===== config.mk =====
export PLATFORM = sky130hd
export DESIGN_NAME = vga_grid_ctrl_flat
export DESIGN_NICKNAME = d
export VERILOG_FILES = /design/src/rtl/vga_grid_ctrl_if.sv /design/src/rtl/vga_grid_ctrl.sv /design/src/flat_wrapper.sv
export SDC_FILE = /design/constraint.sdc
export NUM_CORES = 1
export LEC_CHECK = 0
export CELL_PAD_IN_SITES_DETAIL_PLACEMENT = 2
export CELL_PAD_IN_SITES_GLOBAL_PLACEMENT = 2
export CORE_AREA = 2 2 132 134
export CTS_CLUSTER_SIZE = 14
export DETAILED_ROUTE_END_ITERATION = 7
export DIE_AREA = 0 0 134 136
export GPL_TIMING_DRIVEN = 1
export PLACE_DENSITY = 0.75
export SYNTH_ARGS = -nofsm -noshare
export SYNTH_HDL_FRONTEND = slang
export SYNTH_SLANG_ARGS = --single-unit

===== constraint.sdc =====
create_clock -name clk -period 8 [get_ports clk]
set_input_delay 1.6 -clock clk [delete_from_list [all_inputs] [get_ports clk]]
set_output_delay 1.6 -clock clk [all_outputs]
set_load 0.02 [all_outputs]

===== src/rtl/vga_grid_ctrl_if.sv =====
`default_nettype none
// ============================================================================
// Module      : vga_grid_ctrl_if
// Description : Cell-colour write handshake between a requester and
//               vga_grid_ctrl (request/address/colour in, ack/busy out).
// Revision    : 1.0 - initial release
// ============================================================================
interface vga_grid_ctrl_if;
    logic       wr_req;
    logic [3:0] wr_addr;
    logic [2:0] wr_color;
    logic       wr_ack;
    logic       busy;

    // Requester side
    modport master (
        output wr_req,
        output wr_addr,
        output wr_color,
        input  wr_ack,
        input  busy
    );

    // Controller side
    modport slave (
        input  wr_req,
        input  wr_addr,
        input  wr_color,
        output wr_ack,
        output busy
    );
endinterface
`default_nettype wire


===== src/rtl/vga_grid_ctrl.sv =====
`default_nettype none
// ============================================================================
// Module      : vga_grid_ctrl
// Description : 640x480@60 VGA timing generator driving a 4x4 grid of cells.
//               Each cell colour lives in a 16x3-bit store that is written
//               through a req/ack handshake; commits are deferred to vertical
//               blank so a visible frame is never partially updated.
//               Optional macro GRID_BORDER_EN paints cell borders white.
// Revision    : 1.0 - initial release
// ============================================================================
module vga_grid_ctrl #(
    parameter int H_VISIBLE    = 640,
    parameter int H_SYNC_START = 656,
    parameter int H_SYNC_END   = 751,
    parameter int H_TOTAL      = 800,
    parameter int V_VISIBLE    = 480,
    parameter int V_SYNC_START = 490,
    parameter int V_SYNC_END   = 491,
    parameter int V_TOTAL      = 525
) (
    input  wire logic        clk,
    input  wire logic        reset,
    vga_grid_ctrl_if.slave   wr,
    output logic             hsync,
    output logic             vsync,
    output logic             video_on,
    output logic [9:0]       x_pos,
    output logic [9:0]       y_pos,
    output logic [3:0]       cell_idx,
    output logic [2:0]       rgb
);
    localparam logic [9:0] c_h_max    = 10'(H_TOTAL - 1);
    localparam logic [9:0] c_v_max    = 10'(V_TOTAL - 1);
    localparam logic [9:0] c_h_vis    = 10'(H_VISIBLE);
    localparam logic [9:0] c_v_vis    = 10'(V_VISIBLE);
    localparam logic [9:0] c_hs_start = 10'(H_SYNC_START);
    localparam logic [9:0] c_hs_end   = 10'(H_SYNC_END);
    localparam logic [9:0] c_vs_start = 10'(V_SYNC_START);
    localparam logic [9:0] c_vs_end   = 10'(V_SYNC_END);
    localparam logic [9:0] c_col_1    = 10'(H_VISIBLE / 4);
    localparam logic [9:0] c_col_2    = 10'(2 * (H_VISIBLE / 4));
    localparam logic [9:0] c_col_3    = 10'(3 * (H_VISIBLE / 4));
    localparam logic [9:0] c_row_1    = 10'(V_VISIBLE / 4);
    localparam logic [9:0] c_row_2    = 10'(2 * (V_VISIBLE / 4));
    localparam logic [9:0] c_row_3    = 10'(3 * (V_VISIBLE / 4));

    localparam logic [1:0] c_st_idle    = 2'd0;
    localparam logic [1:0] c_st_wait_vb = 2'd1;
    localparam logic [1:0] c_st_ack     = 2'd2;

    logic       r_tick;
    logic [1:0] r_state;
    logic [3:0] r_lat_addr;
    logic [2:0] r_lat_color;
    logic [2:0] r_colors [16];

    logic [9:0] w_x_next;
    logic [9:0] w_y_next;
    logic [1:0] w_col_next;
    logic [1:0] w_row_next;
    logic [3:0] w_cell_next;
    logic       w_vis_next;
    logic       w_hs_next;
    logic       w_vs_next;
    logic [2:0] w_rgb_next;
    logic       w_commit;

    // Position after the next pixel advance (only consumed on tick clocks)
    always_comb begin
        w_x_next = x_pos + 10'd1;
        w_y_next = y_pos;
        if (x_pos == c_h_max) begin
            w_x_next = 10'd0;
            w_y_next = (y_pos == c_v_max) ? 10'd0 : y_pos + 10'd1;
        end
    end

    // Grid column/row of the next pixel; last column/row absorbs the remainder
    always_comb begin
        if (w_x_next < c_col_1)      w_col_next = 2'd0;
        else if (w_x_next < c_col_2) w_col_next = 2'd1;
        else if (w_x_next < c_col_3) w_col_next = 2'd2;
        else                         w_col_next = 2'd3;
        if (w_y_next < c_row_1)      w_row_next = 2'd0;
        else if (w_y_next < c_row_2) w_row_next = 2'd1;
        else if (w_y_next < c_row_3) w_row_next = 2'd2;
        else                         w_row_next = 2'd3;
    end

    assign w_cell_next = {w_row_next, w_col_next};
    assign w_vis_next  = (w_x_next < c_h_vis) && (w_y_next < c_v_vis);
    assign w_hs_next   = !((w_x_next >= c_hs_start) && (w_x_next <= c_hs_end));
    assign w_vs_next   = !((w_y_next >= c_vs_start) && (w_y_next <= c_vs_end));

`ifdef GRID_BORDER_EN
    localparam logic [9:0] c_h_last = 10'(H_VISIBLE - 1);
    localparam logic [9:0] c_v_last = 10'(V_VISIBLE - 1);
    logic w_border_next;

    // Pixel lies on a cell boundary line or the outer right/bottom edge
    always_comb begin
        w_border_next = (w_x_next == 10'd0)   || (w_x_next == c_col_1) ||
                        (w_x_next == c_col_2) || (w_x_next == c_col_3) ||
                        (w_x_next == c_h_last) ||
                        (w_y_next == 10'd0)   || (w_y_next == c_row_1) ||
                        (w_y_next == c_row_2) || (w_y_next == c_row_3) ||
                        (w_y_next == c_v_last);
    end

    assign w_rgb_next = !w_vis_next   ? 3'b000 :
                        w_border_next ? 3'b111 : r_colors[w_cell_next];
`else
    assign w_rgb_next = w_vis_next ? r_colors[w_cell_next] : 3'b000;
`endif

    // Pixel tick and counters; display outputs move together with the counters
    always_ff @(posedge clk) begin
        if (reset) begin
            r_tick   <= 1'b0;
            x_pos    <= 10'd0;
            y_pos    <= 10'd0;
            hsync    <= 1'b1;
            vsync    <= 1'b1;
            video_on <= 1'b0;
            cell_idx <= 4'd0;
            rgb      <= 3'b000;
        end else begin
            r_tick <= ~r_tick;
            if (r_tick) begin
                x_pos    <= w_x_next;
                y_pos    <= w_y_next;
                hsync    <= w_hs_next;
                vsync    <= w_vs_next;
                video_on <= w_vis_next;
                cell_idx <= w_cell_next;
                rgb      <= w_rgb_next;
            end
        end
    end

    // A latched write is committed on any clk spent in vertical blank
    assign w_commit = (r_state == c_st_wait_vb) && (y_pos >= c_v_vis);

    // Write handshake: latch in IDLE, wait for blank, one-clk acknowledge
    always_ff @(posedge clk) begin
        if (reset) begin
            r_state     <= c_st_idle;
            r_lat_addr  <= 4'd0;
            r_lat_color <= 3'b000;
        end else begin
            case (r_state)
                c_st_idle: begin
                    if (wr.wr_req) begin
                        r_lat_addr  <= wr.wr_addr;
                        r_lat_color <= wr.wr_color;
                        r_state     <= c_st_wait_vb;
                    end
                end
                c_st_wait_vb: begin
                    if (w_commit) begin
                        r_state <= c_st_ack;
                    end
                end
                c_st_ack: begin
                    r_state <= c_st_idle;
                end
                default: begin
                    r_state <= c_st_idle;
                end
            endcase
        end
    end

    // Colour store, cleared by reset and written only on commit
    always_ff @(posedge clk) begin
        if (reset) begin
            for (int i = 0; i < 16; i++) begin
                r_colors[i] <= 3'b000;
            end
        end else if (w_commit) begin
            r_colors[r_lat_addr] <= r_lat_color;
        end
    end

    assign wr.busy   = (r_state == c_st_wait_vb);
    assign wr.wr_ack = (r_state == c_st_ack);

endmodule
`default_nettype wire


===== src/flat_wrapper.sv =====
// flat-port wrapper written by rule: the top's interface ports become plain ports
module vga_grid_ctrl_flat 
#(
    parameter int H_VISIBLE    = 640,
    parameter int H_SYNC_START = 656,
    parameter int H_SYNC_END   = 751,
    parameter int H_TOTAL      = 800,
    parameter int V_VISIBLE    = 480,
    parameter int V_SYNC_START = 490,
    parameter int V_SYNC_END   = 491,
    parameter int V_TOTAL      = 525
)
  (clk, reset, hsync, vsync, video_on, x_pos, y_pos, cell_idx, rgb, wr_wr_req, wr_wr_addr, wr_wr_color, wr_wr_ack, wr_busy);
  vga_grid_ctrl_if wr_i ();
  input  wire logic clk;
  input  wire logic reset;
  output logic hsync;
  output logic vsync;
  output logic video_on;
  output logic [9:0] x_pos;
  output logic [9:0] y_pos;
  output logic [3:0] cell_idx;
  output logic [2:0] rgb;
  input wire logic [$bits(wr_i.wr_req)-1:0] wr_wr_req;
  input wire logic [$bits(wr_i.wr_addr)-1:0] wr_wr_addr;
  input wire logic [$bits(wr_i.wr_color)-1:0] wr_wr_color;
  output wire logic [$bits(wr_i.wr_ack)-1:0] wr_wr_ack;
  output wire logic [$bits(wr_i.busy)-1:0] wr_busy;
  assign wr_i.wr_req = wr_wr_req;
  assign wr_i.wr_addr = wr_wr_addr;
  assign wr_i.wr_color = wr_wr_color;
  assign wr_wr_ack = wr_i.wr_ack;
  assign wr_busy = wr_i.busy;
  vga_grid_ctrl #(.H_VISIBLE(H_VISIBLE), .H_SYNC_START(H_SYNC_START), .H_SYNC_END(H_SYNC_END), .H_TOTAL(H_TOTAL), .V_VISIBLE(V_VISIBLE), .V_SYNC_START(V_SYNC_START), .V_SYNC_END(V_SYNC_END), .V_TOTAL(V_TOTAL)) u_core (.clk(clk), .reset(reset), .wr(wr_i), .hsync(hsync), .vsync(vsync), .video_on(video_on), .x_pos(x_pos), .y_pos(y_pos), .cell_idx(cell_idx), .rgb(rgb));
endmodule

After elaboration in Yosys (flattened, before gate mapping)
Memory sizes are Yosys's and may differ from the RTL's.
Cells that the tools add are included.
{"block": "op_classes", "n_addsub": 2, "order_cmp": 13, "eq_ne": 6, "n_mux": 21, "bitwise": 1, "n_reduce_logical": 10}
{"cell": "< comparator 10 x 9 -> 1 bit, second input constant", "n": 4}
{"cell": "2-to-1 mux 10 bit", "n": 3}
{"cell": "adder 10 x 1 -> 10 bit, second input constant", "n": 2}
{"cell": "equality test 10 bit, second input constant", "n": 2}
{"cell": ">= comparator 10 x 9 -> 1 bit, second input constant", "n": 2}
{"cell": "< comparator 10 x 8 -> 1 bit, second input constant", "n": 2}
{"cell": "2-to-1 mux 2 bit", "n": 6}
{"cell": ">= comparator 10 bit, second input constant", "n": 1}
{"cell": "less-or-equal comparator 10 bit, second input constant", "n": 1}
{"cell": "less-or-equal comparator 10 x 9 -> 1 bit, second input constant", "n": 1}
{"cell": "< comparator 10 bit, second input constant", "n": 1}
{"cell": "< comparator 10 x 7 -> 1 bit, second input constant", "n": 1}
{"cell": "2-to-1 mux 1 bit", "n": 8}
{"cell": "2-to-1 mux 3 bit", "n": 2}
{"cell": "logical AND 1 bit", "n": 4}
{"cell": "2-to-1 mux 4 bit", "n": 1}
{"cell": "case mux 2 bit (2 select lines)", "n": 1}
{"cell": "AND reduction 2 bit", "n": 2}
{"cell": "OR reduction 3 bit", "n": 1}
{"cell": "equality test 2 x 1 -> 1 bit, second input constant", "n": 1}
{"cell": "equality test 2 bit, second input constant", "n": 1}
{"cell": "logical NOT 1 bit", "n": 2}
{"cell": "logical NOT 2 bit", "n": 1}
{"cell": "inequality test 2 x 1 -> 1 bit, second input constant", "n": 1}
{"cell": "other kinds (2)", "n": 2}
{"block": "word_totals", "register_bits": 40, "ramBits": 48, "in_bits": 10, "output_inout_bits": 32, "wordCells": 65, "n_memories": 1}
{"name": "u_core.r_colors", "words": 16, "word_bits": 3, "read_ports": 1, "rd_ports_with_merged_regs": 0, "wr": 16, "line_no": "vga_grid_ctrl.sv:55", "text": "logic [2:0] r_colors [16];"}

Depth between registers and ports, before layout
An unclocked memory read counts as a cell.
{"block": "depth", "word_depth": 9, "ltp_mapped": 12, "mapped_depth_nobuf": 11}

Least setup slack after synthesis
OpenSTA, ideal clock, no wires.
{"block": "synth_timing", "path_type": "input to register", "startpoint": "input port reset", "endpoint": "memory u_core.r_colors[0][0] (enable)", "setup_time_ps": 294, "arrival_time_ps": 2997, "path_slack_ps": 4708, "path_stages": 5, "n_path_buf": 1, "cell_sequence": "clkbuf_1 -> nor3b_1 -> or3b_2 -> nor3_1 -> or2_2"}
{"item": "start: declaration", "line_no": "flat_wrapper.sv:16", "text": "input wire logic reset;"}
{"item": "end: declaration", "line_no": "vga_grid_ctrl.sv:55"}

Worst setup path in the final report
{"block": "layout_timing", "startpoint": "register u_core.x_pos[1]", "endpoint": "register u_core.rgb[0]"}
{"block": "layout_via", "elab_chain_cells": 8}
{"item": "start: declaration", "line_no": "vga_grid_ctrl.sv:27", "text": "output logic [9:0] x_pos,"}
{"item": "start signal: assignment", "line_no": "vga_grid_ctrl.sv:130", "text": "x_pos <= w_x_next;"}
{"item": "adder 10 x 1 -> 10 bit or equality test 10 bit (tied branches)", "line_no": "vga_grid_ctrl.sv:70, vga_grid_ctrl.sv:72"}
{"item": "2-to-1 mux 10 bit", "line_no": "vga_grid_ctrl.sv:72", "text": "if (x_pos == c_h_max) begin"}
{"item": "< comparator 10 x 9 -> 1 bit, on equally long branches", "line_no": "vga_grid_ctrl.sv:82, vga_grid_ctrl.sv:86"}
{"item": "2-to-1 mux 1 bit, on equally long branches", "line_no": "vga_grid_ctrl.sv:82, vga_grid_ctrl.sv:86"}
{"item": "2-to-1 mux 2 bit, on equally long branches", "line_no": "vga_grid_ctrl.sv:81, vga_grid_ctrl.sv:85"}
{"item": "2-to-1 mux 2 bit, on equally long branches", "line_no": "vga_grid_ctrl.sv:80, vga_grid_ctrl.sv:84"}
{"item": "memory read (16 x 3 bit)"}
{"item": "2-to-1 mux 3 bit (*)", "line_no": "vga_grid_ctrl.sv:113", "text": "assign w_rgb_next = w_vis_next ? r_colors[w_cell_next] : 3'b000;"}
{"item": "end signal: assignment", "line_no": "vga_grid_ctrl.sv:136", "text": "rgb <= w_rgb_next;"}
{"item": "end: declaration", "line_no": "vga_grid_ctrl.sv:30", "text": "output logic [2:0] rgb"}
Mark *: on every way between the ends. The rest lies on a longest branch, timed or not.
A chain may end at the register's enable or synchronous reset.

==> key figures <==
Yosys
  • Synth top area cells: edfxtp_1 (28%), dfxtp_1 (16%), and2_1 (6.4%), mux2i_1 (4.9%), nor2_1 (4.2%)
  • Area of the mapped netlist: 5100 um^2
  • Synth Flop Type: edfxtp_1
  • Synthesized area per cell: 9.98 um^2
  • Asr flop ratio synth: 0%
  • Seq/Total Area, Yosys: 44.0%
  • Number of flops mapped to enable cells by yosys: 48
  • Post-synthesis cell type count: 76
  • #FFs+latches synth: 88
  • Post-Synthesis Cells: 511
  • Yosys top cell area share: 28.3%
  • Synth Net Count: 525
  • Synth warn: 0
  • Biggest area consumer among synthesized cells: edfxtp_1

Power and ir drop
  • Maximum vdd drop: 0.116 mV
  • Net Sw Frac: 24.5%
  • Int Power: 808 uW
  • P per Cell Area: 182 nW/um^2
  • Logic gate share of total power: 9.1%
  • Psw: 262 uW
  • Clock network power share: 43.2%
  • Leak: 0.00212 uW
  • Seq pwr share: 47.7%

STA
  • Worst setup skew after layout: 0.00803 ns
  • Worst slew pin tran: 0.872 ns
  • Fin crit share: 44.8%
  • Fin Hold WS: 0.453 ns
  • Final setup margin: 4.41 ns
  • Final setup vio count: 0
  • Max Clock Freq: 279 MHz
  • Setup TNS: 0 ns
  • Hold Vio Cnt, Final: 0
  • Final critical path time including I/O delays and setup: 3.59 ns
  • Pins Over Slew Limit: 0
  • RSZ-0062 raised after global routing: no
  • Slew Limit Headroom: 41.5%

Global route
  • Gr busiest metal: met2
  • Met3 GRT Util: 1.98%
  • Grt total ovfl: 0
  • Largest net degree at the start of global routing: 53
  • GR Util met1: 21.3%
  • Antenna violations before repair: 0
  • Vias in the first global route: 4199
  • Total GRT Usage: 16.5%
  • M2 GR Usage: 28.1%
  • First-pass GRT wire length: 23.2 mm

Route
  • DRC Markers: 0
  • Via density: 5.13
  • DR WL/cell: 18.9 um
  • WL final: 14.4 mm
  • Antenna viol nets, final: 0
  • Iteration-0 DRC Markers: 123
  • Routed vias: 3920
  • First drt pass iteration count: 4

Clocking
  • Cts hold-fix bufs: 0
  • Setup bufs post-CTS: 0
  • Clk root buf: clkbuf_16
  • Clock Latency Late Sink: 0.35 ns
  • Clk sink count: 88
  • PostCTS Resize Cnt: 0
  • Clock slew at reported path FFs: 0.07 ns
  • CTS tree: built
  • Total CTS buffers: 9
  • H-tree depth: 3
  • Clock Path Buffers: 2

Worst setup path
  • Crit path kind: reg -> reg
  • CP arrival: 3.83 ns
  • CP peak stage delay: 0.56 ns
  • Critical path's slowest cell: or3_1
  • CP Max Fanout: 14
  • R2r worst-path depth: 10
  • Crit end category: register
  • Startpoint Class: register
  • Required @ worst endpoint: 8.24 ns
  • CP cell instances: ha_1 > nand4_4 > or3_1 > o21ai_2 > o21a_1 > or2b_1 > a22oi_1 > o31ai_2 > a41oi_1 > a211oi_2

Die
  • # rows: 48
  • Initial core utilization: 30.2%
  • I/O Pins: 42
  • Die X: 134 um
  • Die area: 18200 um^2
  • Die height: 136 um
  • Core region area: 16900 um^2

Place
  • Area post-placement: 5550 um^2
  • # port buffers: 41
  • Placer Congestion: 0.787
  • DP Wirelength: 10.6 mm
  • Dpl cells: 748
  • Pre-CTS WS: 4.12 ns

Cells and area
  • Finished Layout Cells: 764
  • Fill cells: 1837
  • Area delta synth->final: 15.1%
  • Cell area after layout: 5870 um^2
  • Layout cells sized above 1: 12.4%
  • Diode count: 0
  • Final nets: 548

Flow run
  • Max-Cap Viols: 0

Worst hold path
  • WHS Path Cells: 2
  • Hold Path Class: reg -> reg

Status
  • Outcome: completed
## kinds of logic (layout without fill, tap and decap cells)
group / after synthesis / after routing / share of synthesized area [%]
simple gates: 258 / 258 / 29.9
flops: 88 / 88 / 44.0
compound gates: 78 / 78 / 11.4
buf+inv: 41 / 69 / 5.79
mux: 28 / 28 / 5.57
xor+xnor: 14 / 14 / 2.40
fa+ha+maj: 4 / 4 / 0.981
## per-stage QoR
| stage | util [%] | total power [uW] |
|---|---|---|
| global route | 34.8 | 1110 |
| CTS | 34.8 | 1080 |
| floorplan | - | 580 |
| finish | 34.8 | 1070 |
| detailed placement | 32.9 | 619 |
| global placement | 32.9 | 613 |
## area by class of cell
cell class | instances | area, um^2 | area share, %
clock buffers | 10 | 229 | 3.90
inverters | 8 | 30.0 | 0.511
multi-input cells | 382 | 2560 | 43.7
well taps | 225 | 282 | 4.79
repair buffers | 45 | 435 | 7.42
flip-flops and latches | 88 | 2240 | 38.2
clock inverters | 6 | 90.1 | 1.53
## flip-flops by register name, summed over array words and instances (netlist names)
name                cells
u_core.cell_idx         4
u_core.r_colors        48
u_core.vsync            1
u_core.r_tick           1
u_core.r_lat_addr       4
u_core.y_pos           10
u_core.video_on         1
u_core.hsync            1
u_core.rgb              3
u_core.r_lat_color      3
u_core.x_pos           10
u_core.r_state          2
## metal layers
| metal | vias up | wire length [um] |
|---|---|---|
| li1 | 1891 | - |
| met1 | 1953 | 6790 |
| met2 | 66 | 7000 |
| met3 | 10 | 468 |
| met4 | 0 | 185 |
| met5 | - | 0 |
## cells in the final DEF (no fill, tap or decap), types with 5 or more instances in the layout
cell type	n
nand2b_1	5
a22oi_1	5
inv_1	8
and2_1	52
nand4_1	10
nand3_1	22
clkbuf_16	9
nand2_1	24
mux2i_1	25
clkdlybuf4s50_1	40
a211oi_1	10
nor3_1	15
and3_1	5
a31oi_1	5
nor2b_1	7
or2_2	16
o21ai_0	9
nor4_1	7
xor2_1	10
nor2_1	57
edfxtp_1	48
a21oi_1	15
dfxtp_1	40
## synthesized netlist by cell type, drive strengths merged, types with 2 or more instances
cell    count
o21a        2
nor2b       7
edfxtp     48
nand4      11
and4        2
buf        10
clkbuf     20
nor4       11
o21ai      11
o22ai       2
xor2       10
a22oi       5
or2        17
o211a       2
and3        8
o31a        2
nand3      23
and2       52
or3         3
mux2        3
nand2      25
mux2i      25
inv         8
o31ai       4
or2b        6
a21boi      2
ha          4
nor3b       3
nand3b      2
a21oi      15
a41oi       2
nand2b      5
nand4b      4
a32oi       2
bufbuf      3
a31oi       5
xnor2       4
dfxtp      40
nor2       58
nor3       15
a211oi     12
## path summary, 6_finish.rpt
kind | slack, ns | endpoint | from
worst max-delay path | 4.41 | u_core.rgb[0]$_SDFFE_PP0P_ | u_core.x_pos[1]$_SDFFE_PP0P_
worst min-delay path | 0.45 | u_core.video_on$_SDFFE_PP0P_ | u_core.video_on$_SDFFE_PP0P_
worst max register to register | 4.41 | u_core.rgb[0]$_SDFFE_PP0P_ | u_core.x_pos[1]$_SDFFE_PP0P_
worst min register to register | 0.45 | u_core.video_on$_SDFFE_PP0P_ | u_core.video_on$_SDFFE_PP0P_
## critical path, delay by kind of cell (launching register included)
kind / cells / cell delay, ns
AOI/OAI and AO/OA: 6 / 1.52
and+or+nand+nor: 3 / 1.10
DFF: 1 / 0.47
adders and majority gates: 1 / 0.38
## power groups by stage
stage / Clock, uW / Sequential, uW / Combinational [uW]
CTS: 471 / 511 / 99.2
detailed placement: 0 / 521 / 98.5
global placement: 0 / 519 / 93.7
global route: 489 / 513 / 107
floorplan: 0 / 516 / 64.7
finish: 462 / 510 / 97.9
Power figures use the tool's default switching activity.
